--- config.mk ---
export PLATFORM = sky130hd
export DESIGN_NAME = seq_arith_shift_left
export DESIGN_NICKNAME = d
export VERILOG_FILES = /design/src/rtl/shift_pkg.sv /design/src/rtl/seq_arith_shift_left.sv
export SDC_FILE = /design/constraint.sdc
export NUM_CORES = 1
export LEC_CHECK = 0
export CELL_PAD_IN_SITES_DETAIL_PLACEMENT = 0
export CELL_PAD_IN_SITES_GLOBAL_PLACEMENT = 1
export CORE_ASPECT_RATIO = 0.6
export CORE_MARGIN = 5
export CORE_UTILIZATION = 39
export CTS_BUF_LIST = sky130_fd_sc_hd__clkbuf_2
export DETAILED_ROUTE_END_ITERATION = 7
export GPL_ROUTABILITY_DRIVEN = 0
export PLACE_DENSITY = 0.86
export SLEW_MARGIN = 10
export SYNTH_ARGS = -nofsm -noshare
export SYNTH_HDL_FRONTEND = slang
export SYNTH_SLANG_ARGS = --single-unit
--- constraint.sdc ---
create_clock -name clk -period 1.5 [get_ports clk]
set_input_delay 0.375 -clock clk [delete_from_list [all_inputs] [get_ports clk]]
set_output_delay 0.375 -clock clk [all_outputs]
set_load 0.1 [all_outputs]
--- src/rtl/shift_pkg.sv ---
// Shared state encoding and saturation-limit helpers for the sequential shifters.
package shift_pkg;

  localparam logic [1:0] ST_IDLE  = 2'd0;
  localparam logic [1:0] ST_SHIFT = 2'd1;
  localparam logic [1:0] ST_DONE  = 2'd2;

  // Limits are computed in 64 bits; callers truncate to their own width.
  localparam int unsigned SAT_CALC_W = 64;

  // Largest positive two's-complement value for a w-bit operand.
  function automatic logic [SAT_CALC_W-1:0] sat_max(input int unsigned w);
    sat_max = (SAT_CALC_W'(1) << (w - 1)) - SAT_CALC_W'(1);
  endfunction

  // Most negative two's-complement value (bit pattern) for a w-bit operand.
  function automatic logic [SAT_CALC_W-1:0] sat_min(input int unsigned w);
    sat_min = SAT_CALC_W'(1) << (w - 1);
  endfunction

endpackage

--- src/rtl/seq_arith_shift_left.sv ---
// Sequential arithmetic left shifter: one bit per clock, sticky signed
// overflow detection, optional saturation of the final result.
module seq_arith_shift_left
  import shift_pkg::*;
#(
  parameter int unsigned WIDTH    = 8,
  parameter int unsigned SHW      = 3,
  parameter bit          SATURATE = 1'b0
) (
  input  logic             clk,
  input  logic             rst,
  input  logic             start,
  input  logic [WIDTH-1:0] a,
  input  logic [SHW-1:0]   amount,
  output logic             busy,
  output logic             done,
  output logic [WIDTH-1:0] y,
  output logic             ovf
);

  localparam logic [WIDTH-1:0] SAT_MAX = WIDTH'(sat_max(WIDTH));
  localparam logic [WIDTH-1:0] SAT_MIN = WIDTH'(sat_min(WIDTH));

  logic [1:0]       state_q;
  logic [1:0]       state_d;
  logic [WIDTH-1:0] acc;
  logic [SHW-1:0]   cnt;
  logic             sticky;
  logic             sgn;

  logic [WIDTH-1:0] acc_shl;
  logic             sticky_nxt;
  logic [WIDTH-1:0] res;
  logic             res_ovf;
  logic             enter_done;

  // State register.
  always_ff @(posedge clk) begin
    if (rst) begin
      state_q <= ST_IDLE;
    end else begin
      state_q <= state_d;
    end
  end

  // Next-state logic.
  always_comb begin
    state_d = state_q;
    case (state_q)
      ST_IDLE: begin
        if (start) begin
          state_d = (amount == '0) ? ST_DONE : ST_SHIFT;
        end
      end
      ST_SHIFT: begin
        if (cnt == SHW'(1)) begin
          state_d = ST_DONE;
        end
      end
      ST_DONE:  state_d = ST_IDLE;
      default:  state_d = ST_IDLE;
    endcase
  end

  // One shift step and the result that would be published on entering DONE.
  always_comb begin
    acc_shl    = {acc[WIDTH-2:0], 1'b0};
    sticky_nxt = sticky | (acc[WIDTH-1] ^ acc[WIDTH-2]);
    res        = acc_shl;
    res_ovf    = sticky_nxt;
    enter_done = (state_d == ST_DONE) && (state_q != ST_DONE);
    if (state_q == ST_IDLE) begin
      // Zero-length shift: operand passes through unchanged.
      res     = a;
      res_ovf = 1'b0;
    end
    if (SATURATE && res_ovf) begin
      res = sgn ? SAT_MIN : SAT_MAX;
    end
  end

  // Working registers: load on accept, shift in SHIFT.
  always_ff @(posedge clk) begin
    if (rst) begin
      acc    <= '0;
      cnt    <= '0;
      sticky <= 1'b0;
      sgn    <= 1'b0;
    end else begin
      case (state_q)
        ST_IDLE: begin
          if (start) begin
            acc    <= a;
            cnt    <= amount;
            sticky <= 1'b0;
            sgn    <= a[WIDTH-1];
          end
        end
        ST_SHIFT: begin
          acc    <= acc_shl;
          sticky <= sticky_nxt;
          cnt    <= cnt - SHW'(1);
        end
        default: ;
      endcase
    end
  end

  // Registered outputs; y/ovf change only on the edge entering DONE.
  always_ff @(posedge clk) begin
    if (rst) begin
      busy <= 1'b0;
      done <= 1'b0;
      y    <= '0;
      ovf  <= 1'b0;
    end else begin
      busy <= (state_d != ST_IDLE);
      done <= enter_done;
      if (enter_done) begin
        y   <= res;
        ovf <= res_ovf;
      end
    end
  end

endmodule

---- Yosys cells after proc, flatten, opt, wreduce, memory -nomap -nowiden ----
Cells that the tools add are included.
storage, ports and cells
  bits in registers ....................... 25
  bits of input ports ..................... 14
cells by class
  add/sub/neg operators ................... 1
  eq/ne operators ......................... 5
  muxes and demuxes ....................... 12
  bitwise operators ....................... 2
  reduce and logical (&&, ||, !) cells .... 6
operator list
  kind                 count
  $mux 8               2
  $pmux 8 s2           1
  $mux 2               3
  $pmux 3 s2           1
  $ne 2x2->1 const B   2
  $pmux 2 s2           1
  $reduce_bool 2->1    2
  $eq 3x1->1 const B   1
  $logic_not 3->1      1
  $mux 3               1
  $sub 3x1->3 const B  1
  $eq 2x1->1 const B   1
  $eq 2x2->1 const B   1
  $logic_not 2->1      1
  $mux 1               2
  $pmux 1 s2           1
  $reduce_and 2->1     1
  $logic_and 1x1->1    1
  $or 1x1->1           1
  $xor 1x1->1          1

---- Longest topological paths before layout ----
Gate-level depths: netlist of the first run.
  word-level depth ........................ 6
  mapped depth ............................ 6
  mapped depth without buffers ............ 5

---- Worst setup path after synthesis of the first run ----
Ideal clock, no wire load.
  path kind ............................... register -> register
  start point ............................. reg y[0] (netlist name)
  end point ............................... reg y[0]
  data arrival time ....................... 1267 ps
  path slack .............................. 163 ps
  cell stages (with the launch flop) ...... 3
  buffers on the path ..................... 0
  clock period less this slack ............ 1337 ps
  path through ............................ dfxtp_1 -> o211ai_1 -> a21oi_1
RTL lines
  item                  line                         RTL
  end signal, assigned  seq_arith_shift_left.sv:120  y <= res;
  end, declared         seq_arith_shift_left.sv:17   output logic [WIDTH-1:0] y,

---- Worst setup path in the final report of the first run ----
  start point ............................. in amount[1]
  end point ............................... reg y[1]
between the ends
  cells in the longest elaborated chain, start to end .. 6
RTL lines
  item               line                        RTL
  start, declared    seq_arith_shift_left.sv:14  input logic [SHW-1:0] amount,
  $logic_not 3->1    seq_arith_shift_left.sv:52  state_d = (amount == '0) ? ST_DONE : ST_SHIFT;
  $mux 2             seq_arith_shift_left.sv:52
  $mux 2             seq_arith_shift_left.sv:51  if (start) begin
  $pmux 2 s2         seq_arith_shift_left.sv:49  case (state_q)
  $eq 2x2->1         seq_arith_shift_left.sv:71  enter_done = (state_d == ST_DONE) && (state_q != ST_DONE);
  $logic_and 1x1->1  seq_arith_shift_left.sv:71
Every way passes these cells.
A chain may end at the register's enable or synchronous reset.

==> impl_summary.txt, run 1 <==
----------------------------------------------------
[Outcome]
  Run status ... finished, final reports clean

[Setup path]
  Depth of the most critical reg-to-reg path ... 4
  Type of the worst setup path ... input port to flip-flop
  CP max FO ... 5
  Type of element capturing the critical path ... flip-flop
  Worst setup endpoint ... y[1]
  Endpoint required time on the critical path ... 1770 ps
  Startpoint class of the critical path ... input port
  Launch point of the critical path ... amount[1]
  R2r startpoint ... cnt[0]
  Worst path arrival time ... roughly 1700 ps
  End of the worst register-to-register path ... y[4]
  Worst reg2reg setup slack ... about 130 ps

[Floorplan]
  Ports placed on the boundary ... 25
  Die area ... roughly 4300 um2
  Vertical die dimension ... ~53 um
  Initial Utilization ... 41.1%
  Width of the chip ... between 80 and 90 um
  Placeable core region ... between 2000 and 3000 um2
  Number of rows in the core area ... 15

[Cells and area]
  Layout cells sized above 1 ... approximately a quarter
  Final #Nets ... between 150 and 200
  Area grow syn2layout ... 44.6%
  Antenna diode count ... 0

[Yosys]
  Synthesis Warnings ... 0
  Post-synthesis sequential area ratio ... between 40% and 50%
  Post-Synthesis Cell Area ... 1200 um2
  Most common cell in the synthesized netlist ... sky130_fd_sc_hd__dfxtp_1
  Average footprint of a synthesized cell ... a little over 9 um2
  Synth Instances ... between 100 and 150
  Most used flip-flop cell after synthesis ... sky130_fd_sc_hd__dfxtp_1
  Flip-flop and latch count after synthesis ... 25
  Fraction of registers with async set or reset after synthesis ... 0%
  Number of enable flip-flop cells after synthesis ... 0
  Top post-synthesis cells by count ... 25 x sky130_fd_sc_hd__dfxtp_1, 17 x sky130_fd_sc_hd__a211oi_1, 15 x sky130_fd_sc_hd__nand2_1
  Net count after synthesis ... ~150
  Share of the synthesized area in the top cell type ... approximately two fifths
  Synth area leader ... sky130_fd_sc_hd__dfxtp_1
  Number of library cell types mapped by synthesis ... 33
  Cell types with the largest area share after synthesis ... sky130_fd_sc_hd__dfxtp_1 42%, sky130_fd_sc_hd__a211oi_1 11%, sky130_fd_sc_hd__mux2i_1 5.9%, sky130_fd_sc_hd__a311oi_1 5.1%, sky130_fd_sc_hd__nand2_1 4.7%

[GRT]
  Largest net degree at the start of global routing ... 26
  Global-route wire length before repair ... 4960 um
  Number of global-route vias before repair ... about 1000
  Global-route congestion overflow total ... 0
  Number of antenna violations at the first check in global routing ... 0
  Tot GR Track Use ... roughly 15%

[Routing]
  Number of antenna-violating nets in the routed design ... 0
  Via/cell ratio ... 5.55
  Number of iterations in the first detailed-routing pass ... 4
  Count of routing violations after the opening detailed-route iteration ... 96
  Per-cell routed wire length ... roughly 15 um
  DRC violations left ... 0
  Post-Route WL ... between 3000 and 4000 um
  Vias after detailed routing ... 1144

[Timing]
  Period Utilization, post-route ... just under 100%
  Setup-violating endpoint count in the final report ... 0
  Total Neg Setup Slack ... 0 ps
  Final worst-path setup slack ... between 50 and 60 ps
  Slew at the pin with the worst max-slew slack ... ~320 ps
  Slew Limit Fails ... 0
  Minimum clock period after layout ... approximately 1400 ps
  FMAX ... just under 700 MHz
  Endpoints failing hold ... 0
  Worst Clk Skew ... approximately 12 ps
  Worst slew slack as a fraction of its limit ... just under 80%

[Placement]
  Place WS ... -392 ps
  Estimated wirelength of the detail-placed design ... between 2000 and 2500 um
  Total of buffers placed on input and output ports ... 24

[CTS]
  H-tree depth reported by CTS ... 1
  Root cell of the clock tree ... sky130_fd_sc_hd__clkbuf_2
  Maximum buffer depth of the clock tree ... 2
  Total CTS buffers ... 3
  CTS hold repair buffers ... 0
  Number of sinks driven by the clock tree ... 25
  TritonCTS clock tree ... done
  Latest clock arrival within the worst-skew pair ... around 360 ps
  Clock transition at path regs ... 250 ps

[Pwr]
  Leakage power total ... around 0.68 nW
  PD cells ... approximately 970 nW/um2
  Worst VDD drop ... 544 uV

[Hold path]
  Worst hold-check path type ... flip-flop to flip-flop

[Job]
  Max-capacitance violation count ... 0

----------------------------------------------------
[cells by family after synthesis]
| family | after synthesis | synth area share [%] |
|---|---|---|
| buffers and inverters | 14 | 5.33 |
| AND/OR/NAND/NOR | 43 | 19.6 |
| flip-flops | 25 | 41.8 |
| AO/OA/AOI/OAI | 39 | 24.6 |
| multiplexers | 7 | 5.86 |
| adder cells (fa/ha/maj) | 2 | 2.09 |
| XOR/XNOR | 1 | 0.732 |
[area by class of cell]
class / count / area (um2)
Sequential cell: 25 / 508
Fill cell: 258 / 1180
Timing Repair Buffer: 40 / 495
Multi-Input combinational cell: 93 / 643
Clock inverter: 1 / 7.51
Clock buffer: 3 / 15.0
Inverter: 2 / 7.51
Tap cell: 42 / 52.6
[routing by layer]
metal  vias up  part of all wire (%)  global-route usage, %  routed length (um)
li1        554                     -                      -                   -
met1       545                    49                   22.8                1560
met2        43                    43                   21.4                1350
met3         2                   7.9                   5.27                 250
met4         0                  0.35                  0.843                  11
met5         -                     0                      0                   0
[sequential cells by signal (all words and copies together), names as in the netlist]
register,cells
ovf,1
y,8
acc,8
busy,1
sticky,1
cnt,3
done,1
state_q,2
[repair_timing]
action	in CTS	in global routing
endpoints found under the setup margin	0	13
buffers inserted	0	0
resized for setup	0	6
[critical path, cell delays in order]
cell and delay (ps):
sky130_fd_sc_hd__clkdlybuf4s50_1 460, sky130_fd_sc_hd__or3_1 520, sky130_fd_sc_hd__o21ai_4 250, sky130_fd_sc_hd__a211oi_1 110
[cells in the final DEF, fill, tap and decap left out, types with 5 or more instances in the layout]
master	synthesis	layout
sky130_fd_sc_hd__a311oi_1	7	7
sky130_fd_sc_hd__buf_12	0	13
sky130_fd_sc_hd__a21oi_1	5	5
sky130_fd_sc_hd__a211oi_1	17	17
sky130_fd_sc_hd__mux2i_1	7	7
sky130_fd_sc_hd__buf_4	0	14
sky130_fd_sc_hd__nand2_1	15	15
sky130_fd_sc_hd__clkdlybuf4s50_1	0	13
sky130_fd_sc_hd__dfxtp_1	25	23
sky130_fd_sc_hd__nor2_1	10	10
[worst min-delay path by stage]
stage	from	to	slack [ps]	cells after the start
detailed placement	acc[4]	acc[5]	500	2
finish	acc[4]	acc[5]	510	2
global placement	acc[3]	acc[4]	480	2
CTS	acc[4]	acc[5]	500	2
global route	acc[4]	acc[5]	510	2
floorplan	acc[0]	acc[1]	460	2
[per-stage QoR]
step | power [mW] | instance area, um2 | hold WS (ps) | instances | util (%)
2_1_floorplan | 1.16 | 1200 | 464 | 131 | -
3_3_place_gp | 1.39 | 1690 | 481 | 201 | 58.0
3_5_place_dp | 1.41 | 1690 | 496 | 201 | 58.0
4_1_cts | 1.68 | 1710 | 505 | 205 | 58.8
5_1_grt | 1.78 | 1730 | 514 | 206 | 59.4
6_report | 1.68 | 1730 | 507 | 206 | 59.4
[power by group]
part	total [mW]	internal, mW	switching [mW]
clock network	0.277	0.0618	0.215
logic	0.614	0.272	0.342
registers	0.790	0.727	0.0631
total	1.68	1.06	0.620
Power figures use the tool's default switching activity.
==> inputs of run 2 (changes only) <==
--- a/config.mk
+++ b/config.mk
@@ -18,3 +18,4 @@
 export SYNTH_ARGS = -nofsm -noshare
 export SYNTH_HDL_FRONTEND = slang
 export SYNTH_SLANG_ARGS = --single-unit
+export TNS_END_PERCENT = 30
==> results of run 2 <==
Same layout as run 1: the final DEF is identical, and so are final timing and power.
==> RTL edit 1: new RTL, settings of run 2 <==
Change the parameter `SATURATE` from 1'b0 to 1'b1.
--- a/src/rtl/seq_arith_shift_left.sv
+++ b/src/rtl/seq_arith_shift_left.sv
@@ -6,5 +6,5 @@
   parameter int unsigned WIDTH    = 8,
   parameter int unsigned SHW      = 3,
-  parameter bit          SATURATE = 1'b0
+  parameter bit          SATURATE = 1'b1
 ) (
   input  logic             clk,
Function: changed (a bounded check fails within 4 cycles, from zero or initial values and one cycle with rst high).
==> RTL edit 1 against run 2 <==
- setup slack got worse by 43 ps
- core utilization increased by 3.8 points
- sequential share of layout area decreased by 4.5 points
- sequential cell count increased by 1
- critical endpoint is now y[0]
- routed wire length increased by 21%
- design area increased by 22%
- register-to-register slack got worse by 110 ps
- critical path depth unchanged
- synthesized area increased by 16%
- die area increased by 14%
- cell count increased by 15%
- first-iteration DRC count decreased by 16%
- largest power group unchanged
- power increased by 21%
==> RTL edit 1: results <==
[global_route]
antenna_found_initial = 0
grt_max_degree = 17
grtUsageMet1_pct = 21.28
grt_pass1_wl_mm = 6.044
met3_usage_pct = 3.846
track_usage_pct = 15.21
grtUsageMet2_pct = 23.57
grt_pass1_vias = 1227

[placement]
dp_cells = 231
portBuffers = 24
dp_hpwl_mm = 2.832

[timing]
tightest_slew_ps = 390.4
fin_worst_skew_ps = 13.29

[yosys]
synth_top_cells_by_count = "dfxtp_1, nand2_1, nor2_1"
ys_warn_count = 0
synthArstFlopShare_pct = 0
avgSynthCellArea_sq_um = 9.259
synth_cell_type_count = 39
ys_seq_area_share_pct = 37.48
synth_area_leaders = "dfxtp_1, a311oi_2, nand2_1"
synth_fp_nets = 166
synthFlopType = "dfxtp_1"

[final_layout]
layout-drive-gt1-share_pct = 38.22
nets = 208
finalNonFillerCells = 236
insertedDiodeCount = 0
largest_registers = "acc (8), y (8), cnt (3)"

[clocking]
cts_buffer_depth = 2
cts_root_buf = "clkbuf_2"
numCtsBuffers = 3
cts.htree.levels = 1
cts_hold_buf = 0
clk_latency_ps = 370
clkSlewWorstSetupHoldPaths_ps = 260

[hold_path]
hold_class = "flip-flop to flip-flop"

[power]
power.leakage_nw = 0.7551
vdd_drop_max_v = 0.0005690
switching_share_pct = 34.92

[critical_path]
cpPeakStageDelay_ps = 500
reg2reg_slack_ps = 20
crit_slowest_cell = "clkdlybuf4s50_1"
cp_max_fo = 7
arrival_ps = 1770

[route]
firstDrtPassIters = 4
drt_wl_total_mm = 3.825
viasPerCell = 5.631
first_iter_violations = 81

[status]
status = "completed"
-- RTL edit 1: path summary, 6_finish.rpt --
| check | from | end | cells past startpoint |
|---|---|---|---|
| setup / recovery | start | y[0] | 4 |
| hold / removal | cnt[1] | cnt[1] | 2 |
| setup reg to reg | state_q[1] | y[3] | 4 |
| hold reg to reg | cnt[1] | cnt[1] | 2 |
-- RTL edit 1: metal layers --
layer / up-vias / wire length [um]
li1: 649 / -
met2: 33 / 1733
met1: 645 / 1876
met4: 0 / 14
met5: - / 0
met3: 2 / 200
-- RTL edit 1: metrics by stage --
| step | total power, W | worst slack, ps | hold WS (ps) | instance area [sq um] | util (%) |
|---|---|---|---|---|---|
| global placement | 0.001493 | -385.8 | 470.2 | 1929 | 57.71 |
| finish | 0.002032 | 16.05 | 515.1 | 2115 | 63.25 |
| floorplan | 0.001253 | 48.00 | 456.2 | 1389 | - |
| global route | 0.002132 | -35.57 | 527.2 | 2115 | 63.25 |
| CTS | 0.001970 | 4.756 | 510.5 | 1991 | 59.54 |
| detailed placement | 0.001511 | -434.8 | 482.5 | 1929 | 57.71 |
-- RTL edit 1: layout make-up --
| cell class | instances | area [sq um] |
|---|---|---|
| Clock buffer | 3 | 15.01 |
| Clock inverter | 1 | 30.03 |
| Fill cell | 272 | 1229 |
| Inverter | 4 | 15.01 |
| Multi-Input combinational cell | 105 | 883.3 |
| Sequential cell | 26 | 525.5 |
| Tap cell | 45 | 56.30 |
| Timing Repair Buffer | 52 | 589.3 |
-- RTL edit 1: logic make-up after synthesis --
family	after synthesis	share of synthesized area (%)
and+or+nand+nor	56	20.72
AOI/OAI and AO/OA	46	31.53
DFF	26	37.48
buffers and inverters	19	7.297
adders and majority gates	2	1.802
xor gates and xnor gates	1	1.171
-- RTL edit 1: critical path: cells and delay by family --
family,cells,cell delay [ps]
AOI/OAI and AO/OA,2,450
and+or+nand+nor,1,440
buffers and inverters,1,500
-- RTL edit 1: what timing repair did --
action	4_1_cts	5_1_grt
resized for setup	3	22
endpoints found under the setup margin	10	17
pin swaps	1	5
buffers inserted	0	0
gates cloned	0	1
-- RTL edit 1: power groups by stage --
stage,logic [W],registers [W],clock network [W]
after floorplan,0.000317,0.000935,0
after global placement,0.000669,0.000824,0
after detailed placement,0.000684,0.000827,0
after CTS,0.000690,0.000817,0.000463
after global routing,0.000804,0.000834,0.000493
final,0.000759,0.000824,0.000449
==> RTL edit 2: new RTL, settings of run 2 <==
Made on the original files. Make the reset (`rst`) asynchronous in 3 clocked blocks.
--- a/src/rtl/seq_arith_shift_left.sv
+++ b/src/rtl/seq_arith_shift_left.sv
@@ -36,5 +36,5 @@
 
   // State register.
-  always_ff @(posedge clk) begin
+  always_ff @(posedge clk or posedge rst) begin
     if (rst) begin
       state_q <= ST_IDLE;
@@ -81,5 +81,5 @@
 
   // Working registers: load on accept, shift in SHIFT.
-  always_ff @(posedge clk) begin
+  always_ff @(posedge clk or posedge rst) begin
     if (rst) begin
       acc    <= '0;
@@ -108,5 +108,5 @@
 
   // Registered outputs; y/ovf change only on the edge entering DONE.
-  always_ff @(posedge clk) begin
+  always_ff @(posedge clk or posedge rst) begin
     if (rst) begin
       busy <= 1'b0;
Check against the original RTL: differs if rst is asserted again (counterexample within 4 cycles, from zero or initial values and one cycle with rst high); with rst held inactive, the same outputs for 10 cycles.
==> RTL edit 2 against run 2 <==
- maximum frequency is 2.9% lower
- die area is 2.1% higher
- synthesized area is 2.5% higher
- hold slack worse by 170 ps
- count of clock-buffer cells in the layout is 1 higher
- sequential cell count stayed put
- routed wire length is 1.5% lower
- setup slack worse by 42 ps
- design area is 4.8% higher
- critical path type unchanged
Power is left out: the tool's default activity adds up to more than one toggle a clock period on the data nets, which glitch-free logic cannot reach.
==> RTL edit 2: results <==
[critical_path]
arrival_ps = 1760
reg2reg_slack_ps = 90
cpPeakStageDelay_ps = 570
cp_max_fo = 7
rr_worst_depth = 6
crit_slowest_cell = "or4b_4"

[yosys]
synth_compound_area_share_pct = 26.12
synth_top_cells_by_count = "dfrtp_1, o21ai_0, a22oi_1"
synthXorXnorAreaFrac_pct = 0.7143
synth_fa_ha_area_share_pct = 2.041
synthArstFlopShare_pct = 100.0
ys_seq_area_share_pct = 51.02
synth_fp_nets = 133

[timing]
period_minus_slack_ps = 1483
fin_worst_skew_ps = 6.615
max_slew_margin_pct = 71.99

[route]
first_iter_violations = 137

[final_layout]
seqCellArea_sq_um = 625.6
clkbuf_count = 4
multi_input_area_sq_um = 565.5
area_delta_synth_final_pct = 47.76
fill_cells = 259

[status]
status = "completed"

[global_route]
grt_pass1_wl_mm = 5.106
track_usage_pct = 15.86

[placement]
postPlaceCellArea_sq_mm = 0.001740
dp_hpwl_mm = 2.371
-- RTL edit 2: metrics by stage --
stage                     instances  hold WS (ps)  setup TNS (ps)  utilization (%)
after global placement          195         483.3           -6609            59.07
after global routing            201         385.9               0            61.49
after CTS                       199         335.8               0            60.30
final                           201         342.2               0            61.49
after floorplan                 117         402.3           -1601                -
after detailed placement        195         504.5           -7121            59.07
-- RTL edit 2: layer usage --
layer | part of all wire (%) | wire, um | global-route usage (%)
met1 | 51 | 1590 | 23.59
met2 | 40 | 1250 | 21.68
met3 | 7.4 | 232 | 4.592
met4 | 1.6 | 49 | 4.696
met5 | 0 | 0 | 0
-- RTL edit 2: worst min-delay path by stage --
stage | start | to | slack [ps] | cells past startpoint
floorplan | rst | acc[0] | 400 | 1
global placement | acc[7] | acc[7] | 480 | 2
detailed placement | acc[5] | acc[5] | 500 | 2
CTS | rst | cnt[0] | 340 | 3
global route | rst | acc[7] | 390 | 3
finish | rst | cnt[0] | 340 | 3
